### src/rtl/mux_rr_arbiter.sv
// rtl/mux_rr_arbiter.sv - two-source round-robin mux arbiter with registered output stream
// Each grant is bounded to MAX_BURST beats and is followed by one no-accept transition cycle.
module mux_rr_arbiter #(
   parameter int WIDTH     = 2,
   parameter int MAX_BURST = 4
) (
   input  logic             clk,
   input  logic             rst_n,
   input  logic             req0,
   input  logic             req1,
   input  logic [WIDTH-1:0] d0,
   input  logic [WIDTH-1:0] d1,
   output logic             gnt0,
   output logic             gnt1,
   output logic             sel,
   output logic             out_valid,
   output logic [WIDTH-1:0] out_data,
   input  logic             out_ready
);
   localparam int            CW        = $clog2(MAX_BURST) + 1;
   localparam logic [CW-1:0] BURST_END = CW'(MAX_BURST);

   typedef enum logic [1:0] {IDLE, GRANT0, GRANT1} state_t;

   state_t           r_state;
   state_t           w_state_nxt;
   logic [CW-1:0]    r_cnt;
   logic             r_last;
   logic             r_sel;
   logic             r_gnt0;
   logic             r_gnt1;
   logic             r_out_valid;
   logic [WIDTH-1:0] r_out_data;

   logic             w_free;
   logic             w_own_req;
   logic             w_oth_req;
   logic             w_burst_done;
   logic             w_accept;
   logic             w_enter;
   logic             w_enter_id;
   logic [WIDTH-1:0] w_mux;

   assign w_free       = !r_out_valid || out_ready;
   assign w_own_req    = (r_state == GRANT1) ? req1 : req0;
   assign w_oth_req    = (r_state == GRANT1) ? req0 : req1;
   // cnt reaches MAX_BURST after the last beat; that cycle accepts nothing and hands over
   assign w_burst_done = (r_cnt == BURST_END);
   assign w_accept     = (r_state != IDLE) && w_own_req && w_free && !w_burst_done;
   assign w_mux        = r_sel ? d1 : d0;
   assign w_enter_id   = (w_state_nxt == GRANT1);

   always_comb begin
      w_state_nxt = r_state;
      w_enter     = 1'b0;
      case (r_state)
         IDLE: begin
            if (req0 || req1) begin
               w_enter = 1'b1;
               if (req0 && req1)
                  w_state_nxt = r_last ? GRANT0 : GRANT1;
               else
                  w_state_nxt = req0 ? GRANT0 : GRANT1;
            end
         end
         GRANT0, GRANT1: begin
            if (!w_own_req || w_burst_done) begin
               if (w_oth_req) begin
                  w_enter     = 1'b1;
                  w_state_nxt = (r_state == GRANT0) ? GRANT1 : GRANT0;
               end else if (w_own_req) begin
                  w_enter = 1'b1;
               end else begin
                  w_state_nxt = IDLE;
               end
            end
         end
         default: w_state_nxt = IDLE;
      endcase
   end

   always_ff @(posedge clk or negedge rst_n) begin
      if (!rst_n) begin
         r_state     <= IDLE;
         r_gnt0      <= 1'b0;
         r_gnt1      <= 1'b0;
         r_sel       <= 1'b0;
         r_last      <= 1'b1;
         r_cnt       <= '0;
         r_out_valid <= 1'b0;
         r_out_data  <= '0;
      end else begin
         r_state <= w_state_nxt;
         r_gnt0  <= (w_state_nxt == GRANT0);
         r_gnt1  <= (w_state_nxt == GRANT1);
         if (w_enter) begin
            r_cnt  <= '0;
            r_sel  <= w_enter_id;
            r_last <= w_enter_id;
         end else if (w_accept) begin
            r_cnt <= r_cnt + CW'(1);
         end
         if (w_accept) begin
            r_out_data  <= w_mux;
            r_out_valid <= 1'b1;
         end else if (r_out_valid && out_ready) begin
            r_out_valid <= 1'b0;
         end
      end
   end

   assign gnt0      = r_gnt0;
   assign gnt1      = r_gnt1;
   assign sel       = r_sel;
   assign out_valid = r_out_valid;
   assign out_data  = r_out_data;

endmodule

### config.mk
export PLATFORM = sky130hd
export DESIGN_NAME = mux_rr_arbiter
export DESIGN_NICKNAME = d
export VERILOG_FILES = /design/src/rtl/mux_rr_arbiter.sv
export SDC_FILE = /design/constraint.sdc
export NUM_CORES = 1
export LEC_CHECK = 0
export BUFFER_PORTS_ARGS = -buffer_cell sky130_fd_sc_hd__clkbuf_2
export CAP_MARGIN = 20
export CORE_MARGIN = 10
export CORE_UTILIZATION = 30
export CTS_CLUSTER_DIAMETER = 50
export CTS_CLUSTER_SIZE = 16
export DETAILED_ROUTE_END_ITERATION = 8
export MAX_ROUTING_LAYER = met4
export PLACE_DENSITY = 0.62
export RECOVER_POWER = 50
export SETUP_SLACK_MARGIN = 0.5
export SYNTH_ARGS = -nofsm -noshare
export SYNTH_HDL_FRONTEND = slang
export SYNTH_SLANG_ARGS = --single-unit
### constraint.sdc
create_clock -name clk -period 2.15 [get_ports clk]
set_clock_uncertainty 0.2 [all_clocks]
set_input_delay 0.3225 -clock clk [delete_from_list [all_inputs] [get_ports clk]]
set_output_delay 0.3225 -clock clk [all_outputs]
set_load 0.02 [all_outputs]
==> impl_metrics.env <==
export IMPL_initial_utilization_pct=31.45
export IMPL_switching_share_pct=42.84
export IMPL_p_clk_share_pct=11.4
export IMPL_avgRoutedWirePerCell_um=12.94
export IMPL_synth_commonest_cells="dfrtp_1 (11), nor2_1 (8), ha_1 (6), inv_1 (6), nand2_1 (6)"
export IMPL_ir_drop_mv=0.7281
export IMPL_cts_tree="built"
export IMPL_crit_chain="inv_2 > ha_4 > mux2i_4 > a41oi_1 > a32o_2 > a21oi_4 > and3b_1"
export IMPL_finalCritPeriodShare_pct=89.83
export IMPL_ios=15
export IMPL_clkSinkCount=12
export IMPL_dp_cells=113
export IMPL_setup_tns_ps=0
export IMPL_cp_required_ps=2160
export IMPL_postRouteAntennaNets=0
export IMPL_synth_seq_area_share_pct=43.35
export IMPL_startpoint_type="flop"
export IMPL_critPathKind="flop to flop"
export IMPL_internal_power_uw=887.2
export IMPL_critPathTopFamily="compound AO/OA/AOI/OAI gates"
export IMPL_path_buf_inv=1
export IMPL_crit_slowest_cell="dfrtp_1"
export IMPL_root_buffer="clkbuf_4"
export IMPL_period_minus_slack_ps=1931
export IMPL_fmax_ghz=0.5178
export IMPL_gp_congestion=0.7711
export IMPL_crit_fanout=5
export IMPL_path_clk_slew_ps=80
export IMPL_die_x_um=68.16
export IMPL_post_route_drc_count=0
export IMPL_num_nets_final=112
export IMPL_portBuffers=14
export IMPL_max_slew_margin_rel_pct=58.67
export IMPL_ys_warn_count=0
export IMPL_grt_ovfl_total=0
export IMPL_grt_max_degree=13
export IMPL_p_sw_uw=665.0
export IMPL_rsz0062_at_grt="yes"
export IMPL_core_area_um2=2212
export IMPL_critPathMaxStageDelay_ps=400
export IMPL_syn_num_nets=86
export IMPL_nFillCells=217
export IMPL_cts_max_level=1
export IMPL_cts_buffers=3
export IMPL_synth_top_area_cell="dfrtp_1"
export IMPL_grt_usage_pct=7.884
export IMPL_critPathArrivalTime_ps=1940
export IMPL_ys_seq_elements=12
export IMPL_antenna_found_initial=0
export IMPL_chipHeight_um=68.16
export IMPL_hold_violations=0
export IMPL_synth_most_common_cell="dfrtp_1"
export IMPL_synth_edff_count=0
export IMPL_power_density_nw_per_um2=1498
export IMPL_avgViaCountPerCell=4.839
export IMPL_slew_viol_final=0
export IMPL_netlist_area_leader_share_pct=39.57
export IMPL_combPwrFrac_pct=63.7
export IMPL_finalNonFillerCells=124
export IMPL_netlist_instances=71
export IMPL_hpwlAfterDp_um=1190
export IMPL_syn_avg_cell_area_um2=9.798
export IMPL_grt_pass1_wl_um=2760
export IMPL_leakage_uw=0.0004613
export IMPL_synth_cell_type_count=27
export IMPL_hold_class="input port to flop"
export IMPL_outcome="finished, final reports clean"
export IMPL_crit_path_end_kind="flop"
export IMPL_synthTopCellsByArea="dfrtp_1 (40%), ha_1 (11%), mux2i_1 (5.8%)"
export IMPL_synth_area_um2=695.7
export IMPL_wl_um=1604
export IMPL_firstDrtPassIters=4
export IMPL_drt_initial_drc_count=11
export IMPL_p_seq_share_pct=24.9
export IMPL_area_delta_synth_final_pct=48.92
export IMPL_worst_slew_pin_slew_ps=620.0
export IMPL_num_rows=17
export IMPL_setup_violations=0
export IMPL_dieArea_um2=4645
export IMPL_cap_violations=0
export IMPL_synth_flop_cell="dfrtp_1"
export IMPL_clk_path_buf_depth=2
export IMPL_grt_pass1_vias=659
export IMPL_vias=600
export IMPL_num_antenna_cells=0
export IMPL_insertion_delay_ps=270
export IMPL_drive_gt1_share_pct=45.83
export IMPL_synthArstFlopShare_pct=100.0
==> worst paths after layout <==
| check | startpoint | to | slack (ps) | cells after the start |
|---|---|---|---|---|
| worst max-delay path | r_state[0] | gnt0 | 220 | 7 |
| worst min-delay path | d0[1] | out_data[1] | 130 | 3 |
| worst max register to register | r_state[0] | gnt0 | 220 | 7 |
| worst min register to register | out_data[1] | out_data[1] | 310 | 2 |
| max in group asynchronous | rst_n | r_state[1] | 940 | 2 |
| min in group asynchronous | rst_n | out_data[0] | 370 | 2 |
==> area by class of cell <==
| class | instances | area (um2) | area share (%) |
|---|---|---|---|
| clock buffer | 4 | 36.28 | 3.502 |
| inverter | 6 | 22.52 | 2.174 |
| timing repair buffer | 22 | 127.6 | 12.32 |
| multi-input combinational | 52 | 511.7 | 49.40 |
| sequential | 12 | 302.8 | 29.23 |
| tap | 28 | 35.03 | 3.382 |
==> state kept, by name, summed over array words and instances (netlist names) <==
| signal | cells |
|---|---|
| sel | 1 |
| r_last | 1 |
| gnt0 | 1 |
| r_cnt | 3 |
| r_state | 2 |
| out_data | 2 |
| out_valid | 1 |
| gnt1 | 1 |
==> repair_timing <==
item | CTS | global route
hold buffers | 1 | 0
resized for setup | 20 | 7
buffers inserted | 5 | 1
endpoints found under the setup margin | 11 | 12
pin swaps | 2 | 3
hold endpoints to repair | 12 | 0
==> layer usage <==
layer  routed length [um]  track usage, %
met1                  684           8.121
met2                  818           13.49
met3                   86           3.752
met4                   14           1.508
met5                    0               -
==> logic make-up after synthesis <==
| logic type | count (synthesis) | synth area share, % |
|---|---|---|
| adder cells (fa/ha/maj) | 6 | 10.79 |
| buffers and inverters | 7 | 4.856 |
| flip-flops | 12 | 43.35 |
| multiplexers | 4 | 5.756 |
| AND/OR/NAND/NOR | 24 | 17.09 |
| XOR/XNOR | 2 | 2.518 |
| AO/OA/AOI/OAI | 16 | 15.65 |
==> cells in the final DEF (no fill, tap or decap), drive strengths merged <==
master / count
a32o: 1
o21ai: 5
nor2: 8
dlygate4sd3: 1
a41oi: 1
dfstp: 1
inv: 6
ha: 6
dfrtp: 11
nor3: 2
o32ai: 1
or4: 1
xor2: 1
a211oi: 1
a21oi: 2
mux2i: 4
nor4: 1
and3b: 1
a21boi: 1
nand2: 6
clkbuf: 18
buf: 7
nor2b: 1
xnor2: 1
nand3: 1
nand2b: 3
a2bb2oi: 1
o21a: 1
o31ai: 2
==> worst reg2reg max path: cells and delay by family, from the launching register on <==
kind | cells | cell delay [ps]
compound gates | 3 | 600
fa+ha+maj | 1 | 150
buf+inv | 1 | 80
flops | 1 | 400
mux | 1 | 260
simple gates | 1 | 190
==> power groups by stage <==
stage | clock network [uW] | registers (uW) | logic, uW
global route | 199 | 401 | 1090
finish | 177 | 387 | 988
floorplan | 0 | 438 | 442
global placement | 0 | 388 | 661
CTS | 182 | 387 | 901
detailed placement | 0 | 389 | 673
==> per-stage QoR <==
stage / setup WS [ps] / hold slack (ps) / power [uW] / utilization (%) / cell area (um2)
2_1_floorplan: 263.8 / -173.1 / 880.2 / - / 728.2
3_3_place_gp: 172.1 / 19.46 / 1049 / 37.50 / 829.5
3_5_place_dp: 146.6 / 17.52 / 1062 / 37.50 / 829.5
4_1_cts: 232.7 / 151.2 / 1470 / 45.19 / 999.7
5_1_grt: 135.7 / 153.4 / 1687 / 46.83 / 1036
6_report: 218.6 / 131.5 / 1552 / 46.83 / 1036
Power figures use the tool's default switching activity.
